`src/rtl/vote_collector_if.sv`:
```
// Ballot collection bus: round control and ballot strobes in, final ballot vector and status out.
interface vote_collector_if #(
    parameter int CNT_W = 8
);
    logic             start;
    logic [3:0]       vote_valid;
    logic [3:0]       vote_val;
    logic [3:0]       a;
    logic             a_valid;
    logic             busy;
    logic [3:0]       cast;
    logic             timed_out;
    logic [CNT_W-1:0] rounds;

    modport master (
        output start, vote_valid, vote_val,
        input  a, a_valid, busy, cast, timed_out, rounds
    );

    modport slave (
        input  start, vote_valid, vote_val,
        output a, a_valid, busy, cast, timed_out, rounds
    );
endinterface

```
`src/rtl/vote_collector.sv`:
```
// Collects one first-wins ballot bit per voter per round. A round closes when all four
// voters have cast or on timeout; the ballot vector is then presented with a one-cycle pulse.
module vote_collector #(
    parameter int TIMEOUT = 15,
    parameter int CNT_W   = 8
) (
    input logic         clk,
    input logic         rst_n,
    vote_collector_if.slave bus
);
    localparam int TW = ($clog2(TIMEOUT + 1) < 1) ? 1 : $clog2(TIMEOUT + 1);
    localparam logic [TW-1:0] T_LAST = TW'(TIMEOUT - 1);

    typedef enum logic [1:0] {IDLE, COLLECT, DONE} state_t;

    state_t           state_q, state_d;
    logic [TW-1:0]    timer_q;
    logic [3:0]       shadow_q;
    logic [3:0]       cast_q;
    logic [3:0]       a_q;
    logic             timed_out_q;
    logic [CNT_W-1:0] rounds_q;

    logic [3:0] accept, cast_d, shadow_d;
    logic       all_cast, expired, close;

    // Votes accepted this cycle count toward completion and appear in the closing vector.
    always_comb begin
        accept   = bus.vote_valid & ~cast_q;
        cast_d   = cast_q | accept;
        shadow_d = (shadow_q & ~accept) | (bus.vote_val & accept);
        all_cast = &cast_d;
        expired  = (timer_q == T_LAST);
        close    = (state_q == COLLECT) && (all_cast || expired);
    end

    always_ff @(posedge clk or negedge rst_n) begin
        if (!rst_n) state_q <= IDLE;
        else        state_q <= state_d;
    end

    always_comb begin
        state_d = state_q;
        unique case (state_q)
            IDLE:    if (bus.start) state_d = COLLECT;
            COLLECT: if (all_cast || expired) state_d = DONE;
            DONE:    state_d = IDLE;
            default: state_d = IDLE;
        endcase
    end

    always_comb begin
        bus.busy    = (state_q != IDLE);
        bus.a_valid = (state_q == DONE);
    end

    always_ff @(posedge clk or negedge rst_n) begin
        if (!rst_n) begin
            timer_q     <= '0;
            shadow_q    <= '0;
            cast_q      <= '0;
            a_q         <= '0;
            timed_out_q <= 1'b0;
            rounds_q    <= '0;
        end else begin
            if (state_q == IDLE && bus.start) begin
                timer_q  <= '0;
                shadow_q <= '0;
                cast_q   <= '0;
            end else if (state_q == COLLECT) begin
                timer_q  <= timer_q + TW'(1);
                shadow_q <= shadow_d;
                cast_q   <= cast_d;
            end
            if (close) begin
                a_q         <= shadow_d & cast_d;
                timed_out_q <= ~all_cast;
                if (rounds_q != '1) rounds_q <= rounds_q + CNT_W'(1);
            end
        end
    end

    assign bus.a         = a_q;
    assign bus.cast      = cast_q;
    assign bus.timed_out = timed_out_q;
    assign bus.rounds    = rounds_q;
endmodule
```
`src/flat_wrapper.sv`:
```
// flat-port wrapper written by rule: the top's interface ports become plain ports
module vote_collector_flat 
#(
    parameter int TIMEOUT = 15,
    parameter int CNT_W   = 8
)
  (clk, rst_n, bus_start, bus_vote_valid, bus_vote_val, bus_a, bus_a_valid, bus_busy, bus_cast, bus_timed_out, bus_rounds);
  vote_collector_if #(.CNT_W(CNT_W)) bus_i ();
  input logic clk;
  input logic rst_n;
  input wire logic [$bits(bus_i.start)-1:0] bus_start;
  input wire logic [$bits(bus_i.vote_valid)-1:0] bus_vote_valid;
  input wire logic [$bits(bus_i.vote_val)-1:0] bus_vote_val;
  output wire logic [$bits(bus_i.a)-1:0] bus_a;
  output wire logic [$bits(bus_i.a_valid)-1:0] bus_a_valid;
  output wire logic [$bits(bus_i.busy)-1:0] bus_busy;
  output wire logic [$bits(bus_i.cast)-1:0] bus_cast;
  output wire logic [$bits(bus_i.timed_out)-1:0] bus_timed_out;
  output wire logic [$bits(bus_i.rounds)-1:0] bus_rounds;
  assign bus_i.start = bus_start;
  assign bus_i.vote_valid = bus_vote_valid;
  assign bus_i.vote_val = bus_vote_val;
  assign bus_a = bus_i.a;
  assign bus_a_valid = bus_i.a_valid;
  assign bus_busy = bus_i.busy;
  assign bus_cast = bus_i.cast;
  assign bus_timed_out = bus_i.timed_out;
  assign bus_rounds = bus_i.rounds;
  vote_collector #(.TIMEOUT(TIMEOUT), .CNT_W(CNT_W)) u_core (.clk(clk), .rst_n(rst_n), .bus(bus_i));
endmodule
```
`config.mk`:
```
export PLATFORM = sky130hd
export DESIGN_NAME = vote_collector_flat
export DESIGN_NICKNAME = d
export VERILOG_FILES = /design/src/rtl/vote_collector_if.sv /design/src/rtl/vote_collector.sv /design/src/flat_wrapper.sv
export SDC_FILE = /design/constraint.sdc
export NUM_CORES = 1
export LEC_CHECK = 0
export CAP_MARGIN = 20
export CORE_MARGIN = 2
export CORE_UTILIZATION = 30
export DETAILED_ROUTE_END_ITERATION = 12
export DONT_BUFFER_PORTS = 1
export MAX_ROUTING_LAYER = met4
export PLACE_DENSITY_LB_ADDON = 0.25
export SLEW_MARGIN = 10
export SYNTH_ARGS = -nofsm -noshare
export SYNTH_HDL_FRONTEND = slang
export SYNTH_SLANG_ARGS = --single-unit
```
`constraint.sdc`:
```
create_clock -name clk -period 1.7 [get_ports clk]
set_clock_uncertainty 0.05 [all_clocks]
set_input_delay 0.51 -clock clk [delete_from_list [all_inputs] [get_ports clk]]
set_output_delay 0.51 -clock clk [all_outputs]
set_load 0.01 [all_outputs]
```
==> impl_results.md <==
- Outcome: complete, no violations
- Final setup viols: 0
- Syn Nets: 137
- DP Cell Count: 190
- Global-route wire length before repair: 5.15 mm
- Initial antenna violation count: 0
- Worst hold margin: 0.334 ns
- Rel. slew slack: 0.688
- Critical Path RT: 1.14 ns
- Nets: 160
- Post-synth EDFFs: 0
- Mapped Area: 1320 sq um
- Routed wire length per instance: 15.9 um
- Max-cap viol count: 0
- H-tree depth: 1
- RePlAce Congestion: 0.851
- Row Count: 24
- Critical Path Start Type: flip-flop
- First-pass iteration count of the detailed router: 4
- Via density: 5.30
- Total number of vias: 1045
- P per Cell Area: 1810 nW/um^2
- Bufs on Longest Clock Path: 2
- Antenna Diode Count: 0
- Pins Over Slew Limit: 0
- Gate Count Post-Synth: 123
- Mean Syn Cell Area: 10.7 sq um
- R2r setup slk: 0.07 ns
- Post-Route WL: 3.14 mm
- CP arrival: 1.11 ns
- DIE AREA: 4940 sq um
- Gr ovfl total: 0
- Starting Density: 0.307
- Hold EP: u_core.shadow_q[3]
- Clk Latency, worst-skew pair: 0.28 ns
- Syn. warnings: 0
- CORE AREA: 4290 sq um
- Ys async rst share: 1.00
- GRT Overall Usage: 0.138
- Final hold violations: 0
- P_leak: 0.732 nW
- Die X: 70.3 um
- Part of the Yosys area used for sequential elements: 0.512
- Total power: 0.00293 W
- CTS Root Cell: clkbuf_8
- R2R Path Start: u_core.timer_q[0]
- # IOs: 30
- TritonCTS clock tree: done
- CP Max Fanout: 5
- Fmax: 599 MHz
- Crit. End Element: output port
- Worst-margin pin slew: 0.466 ns
- Finished Layout Cells: 197
- Hold WC Path Type: in -> reg
- Worst Hold Path Cells: 1
- Number of global-route vias before repair: 1122
- Tmin final: 1.67 ns
- Die Y-Extent: 70.3 um
- Tcrit/Tclk final: 0.982
- Clk pin slew, worst setup/hold paths: 0.10 ns
- CTS buffer count: 3
- Peak VDD IR: 0.673 mV
- Layout cells sized above 1: 0.283
- Initial DRC Count: 31
- RSZ-0062 raised after global routing: yes
- Clock tree sinks: 27
- Unique masters post-synth: 31
- FF-to-FF path depth: 6
- Synth-to-Final Area Change: 22.6%
- # port buffers: 0
- Post-route ant nets: 0
- Drt drc: 0
- Largest net degree at the start of global routing: 28
- Setup CP Type: reg -> out
- Synth Flop Type: dfrtp_1
- Hold wc startpoint: bus_vote_val[3]
- Hpwl dp: 2.30 mm
- Yosys reg bits: 27
- FILL cells: 433
- RR Endpoint: u_core.bus.rounds[1]
[state kept, by name, indices dropped and copies added, names as in the netlist]
signal                count
u_core.bus.rounds         8
u_core.bus.a              4
u_core.bus.cast           4
u_core.shadow_q           4
u_core.timer_q            4
u_core.state_q            2
u_core.bus.timed_out      1
[routing by layer]
metal,track usage,wire length (um),vias up
li1,-,-,489
met1,0.149,1280,520
met2,0.227,1560,29
met3,0.0563,238,7
met4,0.0513,53,0
met5,-,0,-
[placed cells by master (no fill, tap or decap), types with 2 or more instances in the layout]
master / n
nor2_1: 13
ha_1: 3
mux2_2: 8
a21oi_1: 10
nor3_1: 2
o21ai_0: 6
a32o_1: 4
inv_1: 3
o22a_1: 2
mux2i_1: 2
nand4_1: 2
clkbuf_8: 3
buf_4: 18
a22o_1: 6
xor2_1: 3
dfrtp_1: 27
nor2b_1: 4
nand2_1: 9
[layout make-up]
| cell class | count | area [sq um] | area share |
|---|---|---|---|
| flip-flops and latches | 27 | 676 | 0.418 |
| clock inverters | 1 | 5.00 | 0.00310 |
| repair buffers | 20 | 165 | 0.102 |
| inverters | 3 | 11.3 | 0.00697 |
| multi-input cells | 91 | 653 | 0.404 |
| clock buffers | 3 | 41.3 | 0.0255 |
| well taps | 52 | 65.1 | 0.0402 |
[critical path: stages, from the launching register on]
cell     delay (ns)
dfrtp_1        0.42
buf_4          0.17
or2_4          0.24
[worst max-delay path by stage]
| stage | start | to | slack (ns) | cells after the start |
|---|---|---|---|---|
| 2_1_floorplan | u_core.timer_q[0] | u_core.bus.rounds[6] | 0.03 | 6 |
| 3_3_place_gp | u_core.timer_q[0] | u_core.bus.rounds[6] | -0.01 | 6 |
| 3_5_place_dp | u_core.timer_q[0] | u_core.bus.rounds[6] | -0.02 | 6 |
| 4_1_cts | u_core.timer_q[0] | u_core.bus.rounds[6] | 0.03 | 6 |
| 5_1_grt | u_core.state_q[1] | bus_busy | -0.005 | 2 |
| 6_report | u_core.state_q[1] | bus_busy | 0.03 | 2 |
[metrics by stage]
stage          area [sq um]  utilization  TNS [ns]  setup WS (ns)
2_1_floorplan          1320            -         0         0.0325
3_3_place_gp           1500        0.350   -0.0125        -0.0125
3_5_place_dp           1500        0.350   -0.0181        -0.0181
4_1_cts                1600        0.373         0         0.0263
5_1_grt                1620        0.376  -0.00461       -0.00461
6_report               1620        0.376         0         0.0314
[synth_stat cells, types with 3 or more instances]
| cell type | instances | area (sq um) |
|---|---|---|
| dfrtp_1 | 27 | 676 |
| nor2_1 | 14 | 52.6 |
| a21oi_1 | 10 | 50.1 |
| nand2_1 | 9 | 33.8 |
| mux2_2 | 8 | 90.1 |
| a22o_1 | 6 | 52.6 |
| o21ai_0 | 6 | 30.0 |
| nor2b_1 | 5 | 31.3 |
| a32o_1 | 4 | 40.0 |
| ha_1 | 3 | 37.5 |
| inv_1 | 3 | 11.3 |
| xor2_1 | 3 | 26.3 |
[what timing repair did]
item,CTS,global route
pin swaps,0,1
endpoints found under the setup margin,2,6
hold buffers,2,0
buffers inserted,1,0
hold endpoints to repair,27,0
gates resized for setup,3,4
[logic make-up after synthesis]
kind of cell | count (synthesis) | share of synthesized area
AO/OA/AOI/OAI | 33 | 0.182
flip-flops | 27 | 0.512
multiplexers | 10 | 0.0835
buffers and inverters | 5 | 0.0152
AND/OR/NAND/NOR | 41 | 0.152
XOR/XNOR | 4 | 0.0266
adder cells (fa/ha/maj) | 3 | 0.0285
[power breakdown]
part	switching [W]	leakage, nW	internal (W)
combinational	0.000781	0.365	0.000669
clock	0.000201	0.0255	0.000164
sequential	0.000216	0.342	0.000900
(Power assumes the default switching activity.)
